$ cat src/rtl/alu_pkg.sv
// Shared definitions for the ALU command front-end: opcodes, ALU pin encodings,
// sequencer states and the command FIFO entry.
package alu_pkg;

  localparam int unsigned DATA_W    = 8;
  localparam int unsigned OP_W      = 3;
  localparam int unsigned IN_SEL_W  = 3;
  localparam int unsigned OUT_SEL_W = 7;

  typedef enum logic [OP_W-1:0] {
    OP_AND  = 3'd0,
    OP_OR   = 3'd1,
    OP_NOT  = 3'd2,
    OP_XOR  = 3'd3,
    OP_ADD  = 3'd4,
    OP_SUB  = 3'd5,
    OP_MULT = 3'd6,
    OP_CLR  = 3'd7
  } aluOpT;

  localparam logic [IN_SEL_W-1:0] SEL_PERSIST = 3'b001;
  localparam logic [IN_SEL_W-1:0] SEL_LOAD    = 3'b010;
  localparam logic [IN_SEL_W-1:0] SEL_RESET   = 3'b100;

  localparam logic [OUT_SEL_W-1:0] OUT_AND  = 7'b0000001;
  localparam logic [OUT_SEL_W-1:0] OUT_OR   = 7'b0000010;
  localparam logic [OUT_SEL_W-1:0] OUT_NOT  = 7'b0000100;
  localparam logic [OUT_SEL_W-1:0] OUT_XOR  = 7'b0001000;
  localparam logic [OUT_SEL_W-1:0] OUT_ADD  = 7'b0010000;
  localparam logic [OUT_SEL_W-1:0] OUT_SUB  = 7'b0100000;
  localparam logic [OUT_SEL_W-1:0] OUT_MULT = 7'b1000000;

  typedef enum logic [1:0] {
    ST_IDLE  = 2'd0,
    ST_ISSUE = 2'd1,
    ST_WAIT  = 2'd2,
    ST_HOLD  = 2'd3
  } seqStateT;

  typedef struct packed {
    aluOpT             op;
    logic              chain;
    logic [DATA_W-1:0] a;
    logic [DATA_W-1:0] b;
  } cmdEntryT;

  // CLR drives the AND selector; every other opcode maps to its own one-hot bit.
  function automatic logic [OUT_SEL_W-1:0] outSelFor(aluOpT op);
    return (op == OP_CLR) ? OUT_AND : (OUT_SEL_W'(1) << op);
  endfunction

endpackage

$ cat src/rtl/alu_cmd_fifo.sv
// Synchronous command FIFO with registered full/empty flags and occupancy count.
module alu_cmd_fifo
  import alu_pkg::*;
#(
  parameter  int unsigned DEPTH = 4,
  localparam int unsigned PTR_W = $clog2(DEPTH),
  localparam int unsigned CNT_W = PTR_W + 1
) (
  input  logic             clk,
  input  logic             rst,
  input  logic             push,
  input  cmdEntryT         pushData,
  input  logic             pop,
  output cmdEntryT         popData,
  output logic             full,
  output logic             empty,
  output logic [CNT_W-1:0] count
);

  cmdEntryT         mem [DEPTH];
  logic [PTR_W-1:0] wrPtr;
  logic [PTR_W-1:0] rdPtr;
  logic [CNT_W-1:0] countNext;
  logic             doPush;
  logic             doPop;

  assign doPush  = push && !full;
  assign doPop   = pop && !empty;
  assign popData = mem[rdPtr];

  always_comb begin
    countNext = count;
    if (doPush && !doPop) begin
      countNext = count + CNT_W'(1);
    end else if (doPop && !doPush) begin
      countNext = count - CNT_W'(1);
    end
  end

  // Pointers wrap naturally because DEPTH is a power of two.
  always_ff @(posedge clk or negedge rst) begin
    if (!rst) begin
      wrPtr <= '0;
      rdPtr <= '0;
      count <= '0;
      full  <= 1'b0;
      empty <= 1'b1;
    end else begin
      if (doPush) wrPtr <= wrPtr + PTR_W'(1);
      if (doPop)  rdPtr <= rdPtr + PTR_W'(1);
      count <= countNext;
      full  <= (countNext == CNT_W'(DEPTH));
      empty <= (countNext == '0);
    end
  end

  always_ff @(posedge clk) begin
    if (doPush) mem[wrPtr] <= pushData;
  end

endmodule

$ cat src/rtl/alu_cmd_sequencer.sv
// Command front-end for the 8-bit ALU: queues commands, drives the ALU pins,
// waits out its register latency and presents the result on a valid/ready port.
module alu_cmd_sequencer
  import alu_pkg::*;
#(
  parameter int unsigned DEPTH   = 4,
  parameter int unsigned ALU_LAT = 1
) (
  input  logic                 clk,
  input  logic                 rst,
  input  logic                 cmd_valid,
  output logic                 cmd_ready,
  input  logic [OP_W-1:0]      cmd_op,
  input  logic                 cmd_chain,
  input  logic [DATA_W-1:0]    cmd_a,
  input  logic [DATA_W-1:0]    cmd_b,
  output logic [DATA_W-1:0]    alu_num1,
  output logic [DATA_W-1:0]    alu_num2,
  output logic [IN_SEL_W-1:0]  alu_in_sel,
  output logic [OUT_SEL_W-1:0] alu_out_sel,
  input  logic [DATA_W-1:0]    alu_result,
  input  logic                 alu_ovf,
  output logic                 res_valid,
  input  logic                 res_ready,
  output logic [DATA_W-1:0]    res_data,
  output logic                 res_ovf,
  output logic [OP_W-1:0]      res_op,
  output logic                 busy
);

  localparam int unsigned CNT_W = $clog2(DEPTH) + 1;
  localparam int unsigned LAT_W = $clog2(ALU_LAT + 1);

  seqStateT          state;
  logic [LAT_W-1:0]  waitCnt;
  logic [DATA_W-1:0] acc;
  aluOpT             curOp;
  cmdEntryT          pushEntry;
  cmdEntryT          head;
  logic              fifoFull;
  logic              fifoEmpty;
  logic [CNT_W-1:0]  fifoCount;
  logic              doPush;
  logic              doPop;

  assign pushEntry = '{op: aluOpT'(cmd_op), chain: cmd_chain, a: cmd_a, b: cmd_b};
  assign doPush    = cmd_valid && !fifoFull;
  assign doPop     = (state == ST_IDLE) && !fifoEmpty;
  assign cmd_ready = !fifoFull;

  alu_cmd_fifo #(.DEPTH(DEPTH)) cmdFifo (
    .clk      (clk),
    .rst      (rst),
    .push     (cmd_valid),
    .pushData (pushEntry),
    .pop      (doPop),
    .popData  (head),
    .full     (fifoFull),
    .empty    (fifoEmpty),
    .count    (fifoCount)
  );

  // Sequencer FSM; ALU drive registers only change on a pop so they hold in IDLE/HOLD.
  always_ff @(posedge clk or negedge rst) begin
    if (!rst) begin
      state       <= ST_IDLE;
      waitCnt     <= '0;
      acc         <= '0;
      curOp       <= OP_AND;
      alu_num1    <= '0;
      alu_num2    <= '0;
      alu_in_sel  <= SEL_RESET;
      alu_out_sel <= OUT_AND;
      res_valid   <= 1'b0;
      res_data    <= '0;
      res_ovf     <= 1'b0;
      res_op      <= '0;
      busy        <= 1'b0;
    end else begin
      case (state)
        ST_IDLE: begin
          if (doPop) begin
            state <= ST_ISSUE;
            busy  <= 1'b1;
            curOp <= head.op;
            if (head.op == OP_CLR) begin
              alu_in_sel  <= SEL_RESET;
              alu_out_sel <= OUT_AND;
              alu_num1    <= '0;
              alu_num2    <= '0;
            end else begin
              alu_in_sel  <= SEL_LOAD;
              alu_out_sel <= outSelFor(head.op);
              alu_num1    <= head.chain ? acc : head.a;
              alu_num2    <= head.b;
            end
          end else begin
            busy <= doPush;
          end
        end
        ST_ISSUE: begin
          state   <= ST_WAIT;
          waitCnt <= LAT_W'(ALU_LAT);
        end
        ST_WAIT: begin
          if (waitCnt == LAT_W'(1)) begin
            state     <= ST_HOLD;
            res_valid <= 1'b1;
            res_op    <= curOp;
            if (curOp == OP_CLR) begin
              res_data <= '0;
              res_ovf  <= 1'b0;
              acc      <= '0;
            end else begin
              res_data <= alu_result;
              res_ovf  <= (curOp == OP_MULT) && alu_ovf;
              acc      <= alu_result;
            end
          end else begin
            waitCnt <= waitCnt - LAT_W'(1);
          end
        end
        ST_HOLD: begin
          if (res_ready) begin
            state     <= ST_IDLE;
            res_valid <= 1'b0;
            busy      <= (fifoCount != '0) || doPush;
          end
        end
        default: state <= ST_IDLE;
      endcase
    end
  end

endmodule

$ cat config.mk
export PLATFORM = sky130hd
export DESIGN_NAME = alu_cmd_sequencer
export DESIGN_NICKNAME = d
export VERILOG_FILES = /design/src/rtl/alu_pkg.sv /design/src/rtl/alu_cmd_fifo.sv /design/src/rtl/alu_cmd_sequencer.sv
export SDC_FILE = /design/constraint.sdc
export NUM_CORES = 1
export LEC_CHECK = 0
export ABC_AREA = 0
export ABC_CLOCK_PERIOD_IN_PS = 5300
export BUFFER_PORTS_ARGS = -buffer_cell sky130_fd_sc_hd__buf_2
export CAP_MARGIN = 20
export CELL_PAD_IN_SITES_DETAIL_PLACEMENT = 1
export CELL_PAD_IN_SITES_GLOBAL_PLACEMENT = 2
export CORE_MARGIN = 2
export CORE_UTILIZATION = 46
export CTS_BUF_LIST = sky130_fd_sc_hd__clkbuf_4
export CTS_CLUSTER_SIZE = 28
export DETAILED_ROUTE_END_ITERATION = 8
export PLACE_DENSITY = 0.95
export SLEW_MARGIN = 10
export SYNTH_ARGS = -nofsm -noshare
export SYNTH_HDL_FRONTEND = slang
export SYNTH_SLANG_ARGS = --single-unit
$ cat constraint.sdc
create_clock -name clk -period 5.3 [get_ports clk]
set_clock_uncertainty 0.1 [all_clocks]
set_input_delay 0 -clock clk [delete_from_list [all_inputs] [get_ports clk]]
set_output_delay 0 -clock clk [all_outputs]
set_load 0.05 [all_outputs]
==> summary.md, run 1 <==
| Metric | Value |
|---|---|
| Synth Area per Inst | `16.1 um^2` |
| Power per cell area | `613 mW/mm^2` |
| Critical path buffers and inverters | `0` |
| Run status | `complete, no violations` |
| Mapped Area | `0.00539 mm^2` |
| Area contributors post-synth | `edfxtp_1 (45%), dfrtp_1 (24%), mux4_2 (7.1%)` |
| Syn Inst Count | `334` |
| Min-Delay Path Class | `in -> async` |
| CP Class | `reg -> reg` |
| CTS tree | `done` |
| Hold Violations, Final | `0` |
| Min Clock Period, post-route | `2400 ps` |
| Htree depth | `4` |
| DR DRC count | `0` |
| Drt first pass iters | `4` |
| Crit-path max cell delay | `960 ps` |
| Later-pin clock latency in the skew report | `530 ps` |
| Most frequent cells in the layout | `edfxtp_1 (80), buf_2 (72), dfrtp_1 (51), dlygate4sd3_1 (32), nand2_1 (31)` |
| Number of hold buffers added after cts | `32` |
| Reg2reg path depth | `4` |
| Syn nets | `378` |
| Initial antenna violation count | `0` |
| Global-route usage over all layers | `0.205` |
| Initial Util | `0.472` |
| Commonest non-fill, non-tap cell in the layout | `edfxtp_1` |
| Port bufs | `72` |
| RSZ-0062 raised after global routing | `no` |
| Final Cycle Share | `0.453` |
| Vias in the first global route | `3532` |
| Top delay family on crit path | `flip-flops` |
| WL per Instance | `19.7 um` |
| Critical Path Source Type | `flip-flop` |
| Seq/Total Area, Yosys | `0.697` |
| Smallest hold slack | `38.4 ps` |
| Root Driver | `clkbuf_4` |
| Critical path, cell by cell | `mux4_1, nand3_2, nor2_2, nor2_1` |
| Synth Flop Type | `edfxtp_1` |
| Share of layout cells above drive strength 1 | `0.315` |
| DRT Wirelength | `11.9 mm` |
| Post-DP HPWL | `7.97 mm` |
| Relative slew slack | `0.322` |
| Synth warn | `0` |
| Post-CTS sizing | `0` |
| Actual slew at the worst max-slew pin | `1020 ps` |
| Largest net degree at the start of global routing | `55` |
| Asr flop ratio synth | `0.403` |
| Die width | `112 um` |
| First-pass GRT wire length | `19.3 mm` |
| Nets | `492` |
| Area leader, netlist | `edfxtp_1` |
| #FFs+latches synth | `134` |
| Layout area overhead | `20.7%` |
| Setup tns final | `0 ps` |
| VDD IR max | `0.316 mV` |
| Post-synth EDFFs | `80` |
| Clk slew on worst S/H paths | `120 ps` |
| Diode count | `0` |
| Final ANT Viol Nets | `0` |
| Final Max Slew Viols | `0` |
| Fill cells | `1096` |
| Final Setup Violations | `0` |
| Placeable Area | `0.0114 mm^2` |
| Max Cap Viol | `0` |
| CP arrival | `2710 ps` |
| Via count | `3224` |
| Final Wtd Congestion | `0.757` |
| Die height | `112 um` |
| Postcts setup bufs | `0` |
| Inserted Clock Buffers | `17` |
| WP depth | `4` |
| Critical Path Slowest Stage Cell | `dfrtp_1` |
| Req. time, crit path | `5610 ps` |
| Worst R2R Setup Slack | `2900 ps` |
| # IOs | `74` |
| Top cell type's share of synthesized area | `0.446` |
| Layout Utilization | `0.570` |
| Clock sinks | `134` |
| Cell variety after synth | `46` |
| Fmax | `416 MHz` |
| CP Capture Type | `flip-flop` |
| Bufs on Longest Clock Path | `2` |
| Row cnt | `39` |
| Starting DRT DRC Count | `162` |
| Leak pwr | `2.66 nW` |
| Grt total ovfl | `0` |
| Die area | `0.0126 mm^2` |
| DR vias/cell | `5.34` |
| Crit Path Max Fanout | `21` |
-- worst reg2reg max path: cells and delay by family, from the launching register on --
family	cells	cell delay, ps
AND/OR/NAND/NOR	3	750
multiplexers	1	470
flip-flops	1	960
-- final timing paths --
path	endpoint	startpoint
hold / removal	alu_num1[3]	rst
setup / recovery	alu_in_sel[1]	cmdFifo.rdPtr[1]
min in group clk	cmdFifo.mem[2][2]	cmd_b[2]
max in group asynchronous	alu_num2[1]	rst
setup reg to reg	alu_in_sel[1]	cmdFifo.rdPtr[1]
hold reg to reg	alu_num2[3]	alu_num2[3]
-- layout make-up --
class / instances / area [um^2] / share of cell area
clock buffers: 17 / 128 / 0.0196
clock inverters: 15 / 154 / 0.0236
inverters: 19 / 71.3 / 0.0110
multi-input cells: 166 / 1470 / 0.225
flip-flops and latches: 134 / 3760 / 0.577
well taps: 143 / 179 / 0.0275
repair buffers: 110 / 753 / 0.116
-- metrics by stage --
step	cells	total power (W)	worst slack [ps]	cell area, um^2
after floorplan	334	0.00288	3470	5390
after global routing	604	0.00422	2700	6510
after global placement	538	0.00322	2910	5870
after CTS	602	0.00402	2840	6470
final	604	0.00399	2900	6510
after detailed placement	538	0.00332	2870	5870
-- cells by family (layout without fill, tap and decap cells) --
| family | Yosys count | count (layout) | share of synthesized area |
|---|---|---|---|
| buffers and inverters | 34 | 161 | 0.0313 |
| xor gates and xnor gates | 4 | 4 | 0.00650 |
| other | 1 | 1 | 0.000696 |
| DFF | 134 | 134 | 0.697 |
| AOI/OAI and AO/OA | 47 | 47 | 0.0682 |
| muxes | 33 | 33 | 0.111 |
| and+or+nand+nor | 70 | 70 | 0.0601 |
| adders and majority gates | 11 | 11 | 0.0255 |
-- state kept, by name, indices dropped and copies added (netlist names) --
register	count
state	2
alu_num2	8
cmdFifo.full	1
cmdFifo.rdPtr	2
cmdFifo.mem	80
waitCnt	1
curOp	3
cmdFifo.count	3
acc	8
alu_in_sel	2
res_valid	1
busy	1
alu_num1	8
res_ovf	1
cmdFifo.wrPtr	2
res_op	3
cmdFifo.empty	1
alu_out_sel	7
-- power by group --
group / internal (W) / switching (W)
Combinational: 0.000586 / 0.00110
Clock: 0.000282 / 0.000397
Sequential: 0.00142 / 0.000200
-- synthesized netlist by cell type (5+ instances only) --
| master | number |
|---|---|
| a211oi_2 | 8 |
| edfxtp_1 | 80 |
| mux4_2 | 17 |
| mux2i_1 | 9 |
| nand2_1 | 31 |
| nor2_1 | 17 |
| a22o_1 | 8 |
| dfrtp_1 | 51 |
| clkbuf_1 | 5 |
| inv_1 | 19 |
| o21ai_0 | 15 |
| ha_1 | 11 |
-- per-layer routing --
| layer | track usage | vias to the layer above | share of wire |
|---|---|---|---|
| met1 | 0.261 | 1654 | 0.43 |
| met4 | 0.0667 | 0 | 0.014 |
| met3 | 0.0508 | 15 | 0.037 |
| li1 | - | 1473 | - |
| met2 | 0.347 | 82 | 0.52 |
| met5 | 0 | - | 0 |
No activity file was read; power rests on OpenSTA's default activity.
==> run 2, diff against run 1 <==
--- a/config.mk
+++ b/config.mk
@@ -6,17 +6,17 @@
 export NUM_CORES = 1
 export LEC_CHECK = 0
 export ABC_AREA = 0
-export ABC_CLOCK_PERIOD_IN_PS = 5300
+export ABC_CLOCK_PERIOD_IN_PS = 2500
 export BUFFER_PORTS_ARGS = -buffer_cell sky130_fd_sc_hd__buf_2
 export CAP_MARGIN = 20
 export CELL_PAD_IN_SITES_DETAIL_PLACEMENT = 1
 export CELL_PAD_IN_SITES_GLOBAL_PLACEMENT = 2
 export CORE_MARGIN = 2
-export CORE_UTILIZATION = 46
+export CORE_UTILIZATION = 43
 export CTS_BUF_LIST = sky130_fd_sc_hd__clkbuf_4
 export CTS_CLUSTER_SIZE = 28
 export DETAILED_ROUTE_END_ITERATION = 8
-export PLACE_DENSITY = 0.95
+export PLACE_DENSITY = 0.93
 export SLEW_MARGIN = 10
 export SYNTH_ARGS = -nofsm -noshare
 export SYNTH_HDL_FRONTEND = slang
==> constraint.sdc (replaced) <==
create_clock -name clk -period 2.5 [get_ports clk]
set_clock_uncertainty 0.1 [all_clocks]
set_input_delay 0 -clock clk [delete_from_list [all_inputs] [get_ports clk]]
set_output_delay 0 -clock clk [all_outputs]
set_load 0.05 [all_outputs]
==> summary.md, run 2 (same netlist as run 1, synthesis figures left out) <==
| Metric | Value |
|---|---|
| Final Wtd Congestion | `0.764` |
| Htree depth | `4` |
| Commonest non-fill, non-tap cell in the layout | `edfxtp_1` |
| VDD IR max | `0.602 mV` |
| Power per cell area | `1280 mW/mm^2` |
| Fill cells | `1211` |
| Clk slew on worst S/H paths | `130 ps` |
| Initial antenna violation count | `0` |
| DR vias/cell | `5.00` |
| Number of hold buffers added after cts | `33` |
| Largest net degree at the start of global routing | `55` |
| Max Cap Viol | `0` |
| Bufs on Longest Clock Path | `2` |
| Die area | `0.0135 mm^2` |
| Fin area | `0.00656 mm^2` |
| WL per Instance | `19.1 um` |
| Max reg flops | `80` |
| Final ANT Viol Nets | `0` |
| Diode count | `0` |
| Port bufs | `72` |
| Global-route usage over all layers | `0.199` |
| Initial Util | `0.445` |
| Root Driver | `clkbuf_4` |
| Actual slew at the worst max-slew pin | `629 ps` |
| Starting DRT DRC Count | `156` |
| Final Power | `0.00837 W` |
| Nets | `500` |
| DRT Wirelength | `12.2 mm` |
| Relative slew slack | `0.580` |
| Die height | `116 um` |
| Post-CTS sizing | `0` |
| Inserted Clock Buffers | `17` |
| CP arrival | `2580 ps` |
| Later-pin clock latency in the skew report | `550 ps` |
| Fmax | `450 MHz` |
| RSZ-0062 raised after global routing | `no` |
| Grt total ovfl | `0` |
| Hold Violations, Final | `0` |
| FF/Latch Area | `0.00376 mm^2` |
| # IOs | `74` |
| Placeable Area | `0.0121 mm^2` |
| Layout area overhead | `21.6%` |
| DR DRC count | `0` |
| Critical path, cell by cell | `mux4_1, nand3_2, nand2_1, o21ai_0` |
| Critical Path Source Type | `flip-flop` |
| Critical Path Slowest Stage Cell | `mux4_1` |
| RR Startpoint | `cmdFifo.rdPtr[0]` |
| Worst R2R Setup Slack | `280 ps` |
| Drt first pass iters | `4` |
| Run status | `complete, no violations` |
| CTS tree | `done` |
| Min-Delay Path Class | `in -> reg` |
| Top delay family on crit path | `multiplexers` |
| Min Clock Period, post-route | `2220 ps` |
| First-pass GRT wire length | `19.2 mm` |
| Most frequent cells in the layout | `edfxtp_1 (80), buf_2 (72), dfrtp_1 (51), dlygate4sd3_1 (33), nand2_1 (31)` |
| Final Cycle Share | `0.889` |
| Post-DP HPWL | `8.01 mm` |
| Biggest register | `cmdFifo.mem` |
| Hold Crit Start | `alu_result[7]` |
| Req. time, crit path | `2850 ps` |
| Worst Setup SP | `cmdFifo.rdPtr[0]` |
| Critical path buffers and inverters | `0` |
| Placed instance area | `0.00598 mm^2` |
| Crit-path max cell delay | `780 ps` |
| Leak pwr | `2.67 nW` |
| Final Max Slew Viols | `0` |
| Crit Path Max Fanout | `8` |
| Share of layout cells above drive strength 1 | `0.324` |
| Vias in the first global route | `3461` |
| Via count | `3183` |
| Area of the multi-input gates | `0.00147 mm^2` |
| CP Capture Type | `flip-flop` |
| Row cnt | `40` |
| Clock sinks | `134` |
| CP Class | `reg -> reg` |
| Setup tns final | `0 ps` |
| Final Setup Violations | `0` |
| Postcts setup bufs | `0` |
| Die width | `116 um` |
[run 2: per-layer routing]
layer	global-route usage	part of all wire	routed length [um]
met5	0	0	0
met4	0.0738	0.014	167
met1	0.250	0.42	5140
met2	0.336	0.52	6370
met3	0.0507	0.040	481
[run 2: tightest hold or removal path, cell delays in order]
cell and delay [ps]:
dlygate4sd3_1 520, buf_2 100, a22o_1 110
[run 2: final cells by class]
cell class | count | share of cell area
Tap cell | 168 | 0.0321
Inverter | 19 | 0.0109
Clock inverter | 15 | 0.0183
Clock buffer | 17 | 0.0195
Timing Repair Buffer | 118 | 0.122
Multi-Input combinational cell | 166 | 0.224
Sequential cell | 134 | 0.573
[run 2: worst paths after layout]
path / to / cells after the start
max: alu_num2[3] / 4
min: acc[7] / 3
max reg2reg: alu_num2[3] / 4
min reg2reg: res_ovf / 2
max in group asynchronous: cmdFifo.empty / 4
min in group asynchronous: acc[5] / 4
[run 2: power breakdown]
| group | internal, W | switching (W) |
|---|---|---|
| Clock | 0.000411 | 0.000864 |
| Combinational | 0.00127 | 0.00243 |
| Sequential | 0.00301 | 0.000381 |
[run 2: per-stage QoR]
| stage | utilization | hold slack, ps | setup slack (ps) | cells |
|---|---|---|---|---|
| floorplan | - | -396 | 669 | 334 |
| global placement | 0.493 | -80.9 | 485 | 572 |
| CTS | 0.541 | 58.2 | 252 | 637 |
| detailed placement | 0.493 | -73.1 | 280 | 572 |
| global route | 0.541 | 53.1 | 129 | 637 |
| finish | 0.541 | 98.2 | 276 | 637 |
